## src/rtl/spi_line_sync.sv

```systemverilog
// spi_line_sync: per-channel synchroniser + consecutive-sample glitch filter with rise/fall strobes.
// Define SPI_LINE_SYNC_EDGE_CNT_EN to build the per-channel rise counters (edge_cnt / cnt_clr).
module spi_line_sync_ch #(
   parameter int   SYNC_STAGES = 2,
   parameter int   FILT_LEN    = 2,
   parameter logic RST_BIT     = 1'b0,
   parameter int   CNT_W       = 8
) (
   input  logic             clk,
   input  logic             rst_n,
   input  logic             din,
   input  logic             cnt_clr,
   output logic             dout,
   output logic             rise,
   output logic             fall,
   output logic [CNT_W-1:0] edge_cnt
);
   localparam int FW = (FILT_LEN > 1) ? $clog2(FILT_LEN) : 1;
   localparam logic [FW-1:0] CNT_MAX = FW'(FILT_LEN - 1);

   logic [SYNC_STAGES-1:0] sync;
   logic [FW-1:0]          cnt;
   logic                   s;

   assign s = sync[SYNC_STAGES-1];

   always_ff @(posedge clk or negedge rst_n) begin
      if (!rst_n) sync <= {SYNC_STAGES{RST_BIT}};
      else        sync <= {sync[SYNC_STAGES-2:0], din};
   end

   // Any sample agreeing with dout restarts the run; a commit also restarts it.
   always_ff @(posedge clk or negedge rst_n) begin
      if (!rst_n) begin
         dout <= RST_BIT;
         cnt  <= '0;
         rise <= 1'b0;
         fall <= 1'b0;
      end else begin
         rise <= 1'b0;
         fall <= 1'b0;
         if (s == dout) begin
            cnt <= '0;
         end else if (cnt == CNT_MAX) begin
            dout <= s;
            cnt  <= '0;
            rise <= s;
            fall <= ~s;
         end else begin
            cnt <= cnt + FW'(1);
         end
      end
   end

`ifdef SPI_LINE_SYNC_EDGE_CNT_EN
   // Counts visible rise strobes; clear takes priority over a same-cycle increment.
   always_ff @(posedge clk or negedge rst_n) begin
      if (!rst_n)       edge_cnt <= '0;
      else if (cnt_clr) edge_cnt <= '0;
      else if (rise)    edge_cnt <= edge_cnt + CNT_W'(1);
   end
`else
   logic unused_clr;
   assign unused_clr = cnt_clr;
   assign edge_cnt   = '0;
`endif
endmodule

module spi_line_sync #(
   parameter int             NCH         = 3,
   parameter int             SYNC_STAGES = 2,
   parameter int             FILT_LEN    = 2,
   parameter logic [NCH-1:0] RST_VAL     = '0,
   parameter int             CNT_W       = 8
) (
   input  logic                 clk,
   input  logic                 rst_n,
   input  logic [NCH-1:0]       din,
   output logic [NCH-1:0]       dout,
   output logic [NCH-1:0]       rise,
   output logic [NCH-1:0]       fall,
   input  logic                 cnt_clr,
   output logic [NCH*CNT_W-1:0] edge_cnt
);
   generate
      if (NCH < 1)         begin : g_bad_nch  $error("spi_line_sync: NCH must be >= 1");         end
      if (SYNC_STAGES < 2) begin : g_bad_ss   $error("spi_line_sync: SYNC_STAGES must be >= 2"); end
      if (FILT_LEN < 1)    begin : g_bad_fl   $error("spi_line_sync: FILT_LEN must be >= 1");    end
   endgenerate

   genvar i;
   generate
      for (i = 0; i < NCH; i++) begin : g_ch
         spi_line_sync_ch #(
            .SYNC_STAGES (SYNC_STAGES),
            .FILT_LEN    (FILT_LEN),
            .RST_BIT     (RST_VAL[i]),
            .CNT_W       (CNT_W)
         ) u_ch (
            .clk      (clk),
            .rst_n    (rst_n),
            .din      (din[i]),
            .cnt_clr  (cnt_clr),
            .dout     (dout[i]),
            .rise     (rise[i]),
            .fall     (fall[i]),
            .edge_cnt (edge_cnt[i*CNT_W +: CNT_W])
         );
      end
   endgenerate
endmodule

```

## config.mk

```make
export PLATFORM = sky130hd
export DESIGN_NAME = spi_line_sync
export DESIGN_NICKNAME = d
export VERILOG_FILES = /design/src/rtl/spi_line_sync.sv
export SDC_FILE = /design/constraint.sdc
export NUM_CORES = 1
export LEC_CHECK = 0
export CAP_MARGIN = 20
export CORE_UTILIZATION = 33
export DETAILED_ROUTE_END_ITERATION = 10
export HOLD_SLACK_MARGIN = 0.15
export PLACE_DENSITY = 0.7
export SETUP_SLACK_MARGIN = 0.5
export SLEW_MARGIN = 20
export SYNTH_ARGS = -nofsm -noshare
export SYNTH_HDL_FRONTEND = slang
export SYNTH_SLANG_ARGS = --single-unit
```

## constraint.sdc

```tcl
create_clock -name clk -period 0.8 [get_ports clk]
set_input_delay 0.08 -clock clk [delete_from_list [all_inputs] [get_ports clk]]
set_output_delay 0.08 -clock clk [all_outputs]
set_load 0.005 [all_outputs]
```

## After elaboration in Yosys (flattened, before gate mapping)

Index checks and enable logic that the tools add are counted.

| storage, ports and cells | value |
|---|---|
| bits in registers | 18 |
| input bits | 6 |
| output and inout bits | 33 |
| logic and storage cells | 48 |

| cells by class | value |
|---|---|
| add/subtract/negate cells | 3 |
| equality and inequality tests | 3 |
| multiplexer cells | 18 |
| bitwise operators | 6 |
| reduce and logical (&&, ||, !) cells | 3 |

Operator list:

| kind | count |
|---|---|
| 1-bit two-way mux | 18 |
| 1-bit inverter | 6 |
| 2-bit AND reduction | 3 |
| 1-bit adder (second input constant) | 3 |
| 1-bit == test | 3 |

## Longest topological paths before layout

| logic depth | value |
|---|---|
| depth in word-level cells | 3 |
| depth in mapped cells | 2 |
| gate-level depth less buffers | 2 |

## Cells and area by module

Synthesis repeated with hierarchy kept, for this count alone.

| second synthesis, totals | value |
|---|---|
| cell total of the unflattened synthesis | 66 |
| area, all modules | 765.7 sq um |

By module, submodules not included:

| module | instances | cells each | area an instance (sq um) | seq. area each (sq um) |
|---|---|---|---|---|
| spi_line_sync_ch | 3 | 22 | 255.2 | 150.1 |

## Least setup slack after synthesis

OpenSTA, ideal clock, no wires.

| timing | value |
|---|---|
| kind | register -> register |
| start | reg g_ch[0].u_ch.sync[1] |
| end | reg g_ch[0].u_ch.cnt |
| arrival | 0.565 ns |
| required time | 0.681 ns |
| slack | 0.116 ns |
| stages on the path, launching flop included | 3 |
| buffers on the path | 0 |
| clock period less this slack | 0.684 ns |
| path through | dfrtp_1 > xnor2_1 > nor2_1 |

| between the ends | value |
|---|---|
| longest elaborated chain between the ends | 2 |

Ends and longest elaborated chain:

| what | line | RTL |
|---|---|---|
| start, declared | 21 | `logic [SYNC_STAGES-1:0] sync;` |
| start signal, assigned | 28 | `if (!rst_n) sync <= {SYNC_STAGES{RST_BIT}};` |
| start signal, assigned | 29 | `else sync <= {sync[SYNC_STAGES-2:0], din};` |
| 1-bit == test | 42 | `if (s == dout) begin` |
| 1-bit two-way mux | 42 |  |
| end signal, assigned | 50 | `cnt <= cnt + FW'(1);` |
| end, declared | 22 | `logic [FW-1:0] cnt;` |

No other way between the ends.
A chain may end at the register's enable or synchronous reset.

## Worst setup path after layout

| timing | value |
|---|---|
| start | reg g_ch[0].u_ch.dout |
| end | reg g_ch[0].u_ch.cnt |

| between the ends | value |
|---|---|
| longest elaborated chain between the ends | 2 |

Ends and longest elaborated chain:

| what | line | RTL |
|---|---|---|
| start, declared | 13 | `output logic dout,` |
| start signal, assigned | 45 | `dout <= s;` |
| 1-bit == test | 42 |  |
| 1-bit two-way mux | 42 |  |

No other way between the ends.

==> impl_metrics.ini <==
[timing]
timing.fmax_mhz = 1115
setup_violations = 16
setup_ws_ns = -0.09713
skew_ns = 0.003341
finalCriticalPeriod_ns = 0.8971
hold_violations = 0
min_period_over_period_pct = 112.1
grt_setup_unrepaired = true
final-max-slew-violation-count = 0
whs_ns = 0.1140

[synthesis]
synthCells = 73
ys_types = 9
syn_area_sq_um = 810.8
synth-seq-cells = 18
ys_seq_area_share_pct = 55.56
synth_warnings = 0
syn_avg_cell_area_sq_um = 11.11

[cells_and_area]
layout_common_cells = conb_1 (24), dfrtp_1 (18), buf_2 (9)
fin_util_pct = 40.73
multi_input_area_sq_um = 227.7
nFillCells = 232
final_common_cell = conb_1
n_antenna_cell = 0
regArea_sq_um = 450.4
layout-drive-gt1-share_pct = 33.72
nets = 93
design_area_sq_um = 918.4
area.growth.synth_to_final_pct = 13.27

[routing]
viasPerCell = 3.482
via_count = 397
wl_um = 902
wl_per_cell_um = 7.912
drc = 0
final_antenna_net_count = 0
dr.pass1.iters = 1
drtIter0Drc = 0

[place]
place_area_sq_um = 857.1
routabilityCongestion = 0.5934
io_buffers = 13
dpl.hpwl_um = 627.6
place_ws_ns = -0.1220

[setup_path]
reg2reg_from = g_ch[0].u_ch.dout$_DFFE_PN0P_
start_kind = register
end_kind = register
critPathMaxFanout = 3
path_class = register to register
crit_path_max_incr_delay_ns = 0.39
required_ns = 0.98
slowest_stage = dfrtp_1
crit_buf_inv = 2
critical-path-top-delay-family = flip-flops
cpMostUsedCell = buf_6
worstSetupStartpoint = g_ch[0].u_ch.dout$_DFFE_PN0P_
critical_path_arrival_ns = 1.08
cp_cell_sequence = buf_6, buf_6, xnor2_2, nor2_1

[grt]
grt_pass1_vias = 377
grt_pass1_wl_um = 1559
antenna_found_initial = 0
grtUsageTotal_pct = 8.297
grt_max_degree = 19
grt-ovfl-total = 0

[cts]
cts_num_sinks = 18
cts_tree = done
clock_path_buffers = 2
clk_latency_ns = 0.28
cts_buffers = 3
htree_levels = 1
cts_root_buf = clkbuf_4
clk_pin_slew_ns = 0.10

[power]
p_per_area_nw_per_um2 = 2955
vdd.ir_drop.worst_uv = 1117
p_leak_nw = 0.4861

[floorplanning]
row_count = 17
start_util_pct = 35.96
io_pins = 39
dieWidth_um = 51.57
core_area_sq_um = 2255
die_area_sq_um = 2659
die_y_um = 51.57

[job]
cap_violations = 0

[min_path]
hold_class = input pin to async pin

[run_status]
violations = negative setup slack
status = finished with violations
stage by stage:
step | power [mW] | TNS [ns] | instances
6_report | 2.713 | -0.8692 | 114
5_1_grt | 2.933 | -1.636 | 114
4_1_cts | 2.724 | -1.090 | 114
3_5_place_dp | 2.047 | -0.8169 | 108
3_3_place_gp | 1.994 | -0.6485 | 108
2_1_floorplan | 1.869 | 0 | 96
metal layers:
metal  track usage [%]  share of wire, %
met5                 0                 0
met2             12.12                53
met3             1.754               8.2
met1             9.907                37
met4             8.108               1.8
kinds of logic after synthesis:
group | after synthesis | share of synthesized area, %
other | 1 | 0.4625
AND/OR/NAND/NOR | 12 | 6.944
buffers and inverters | 36 | 31.94
XOR/XNOR | 3 | 3.241
AO/OA/AOI/OAI | 3 | 1.851
flip-flops | 18 | 55.56
synth_stat cells:
cell type  number  area, sq um
xnor2_1         3        26.28
buf_4          33        247.7
inv_1           3        11.26
dfrtp_1        18        450.4
nor3b_1         3        22.52
nor2_1          6        22.52
nand2_1         3        11.26
o21ai_0         3        15.01
conb_1          1        3.750
power breakdown:
| part | total [mW] | switching, mW | internal (mW) |
|---|---|---|---|
| clock | 0.533 | 0.256 | 0.277 |
| sequential | 1.26 | 0.126 | 1.13 |
| combinational | 0.925 | 0.399 | 0.526 |
| total | 2.71 | 0.781 | 1.93 |
flip-flops by register name, summed over array words and instances, names as in the netlist:
register / flops
g_ch.u_ch.cnt: 3
g_ch.u_ch.dout: 3
g_ch.u_ch.fall: 3
g_ch.u_ch.rise: 3
g_ch.u_ch.sync: 6
timing repair:
action	CTS	global route
endpoints found under the setup margin	24	24
resized for setup	49	3
setup buffers	2	0
hold endpoints to repair	18	18
pin swaps	4	4
final cells by class:
cell class / instances / area share [%]
multi-input cells: 42 / 24.80
clock buffers: 4 / 3.951
well taps: 28 / 3.815
repair buffers: 19 / 17.17
flip-flops and latches: 18 / 49.05
inverters: 3 / 1.226
final timing paths:
kind                       cells past startpoint  slack, ns                        endpoint
min                                            2       0.11     g_ch[1].u_ch.fall$_DFF_PN0_
max reg2reg                                    4       -0.1      g_ch[0].u_ch.cnt$_DFF_PN0_
max                                            4       -0.1      g_ch[0].u_ch.cnt$_DFF_PN0_
min in group clk                               1       0.22  g_ch[0].u_ch.sync[0]$_DFF_PN0_
min reg2reg                                    0       0.36  g_ch[2].u_ch.sync[1]$_DFF_PN0_
max in group asynchronous                      2       0.56  g_ch[2].u_ch.sync[0]$_DFF_PN0_
Note: power is estimated with default switching activity, not from simulation.
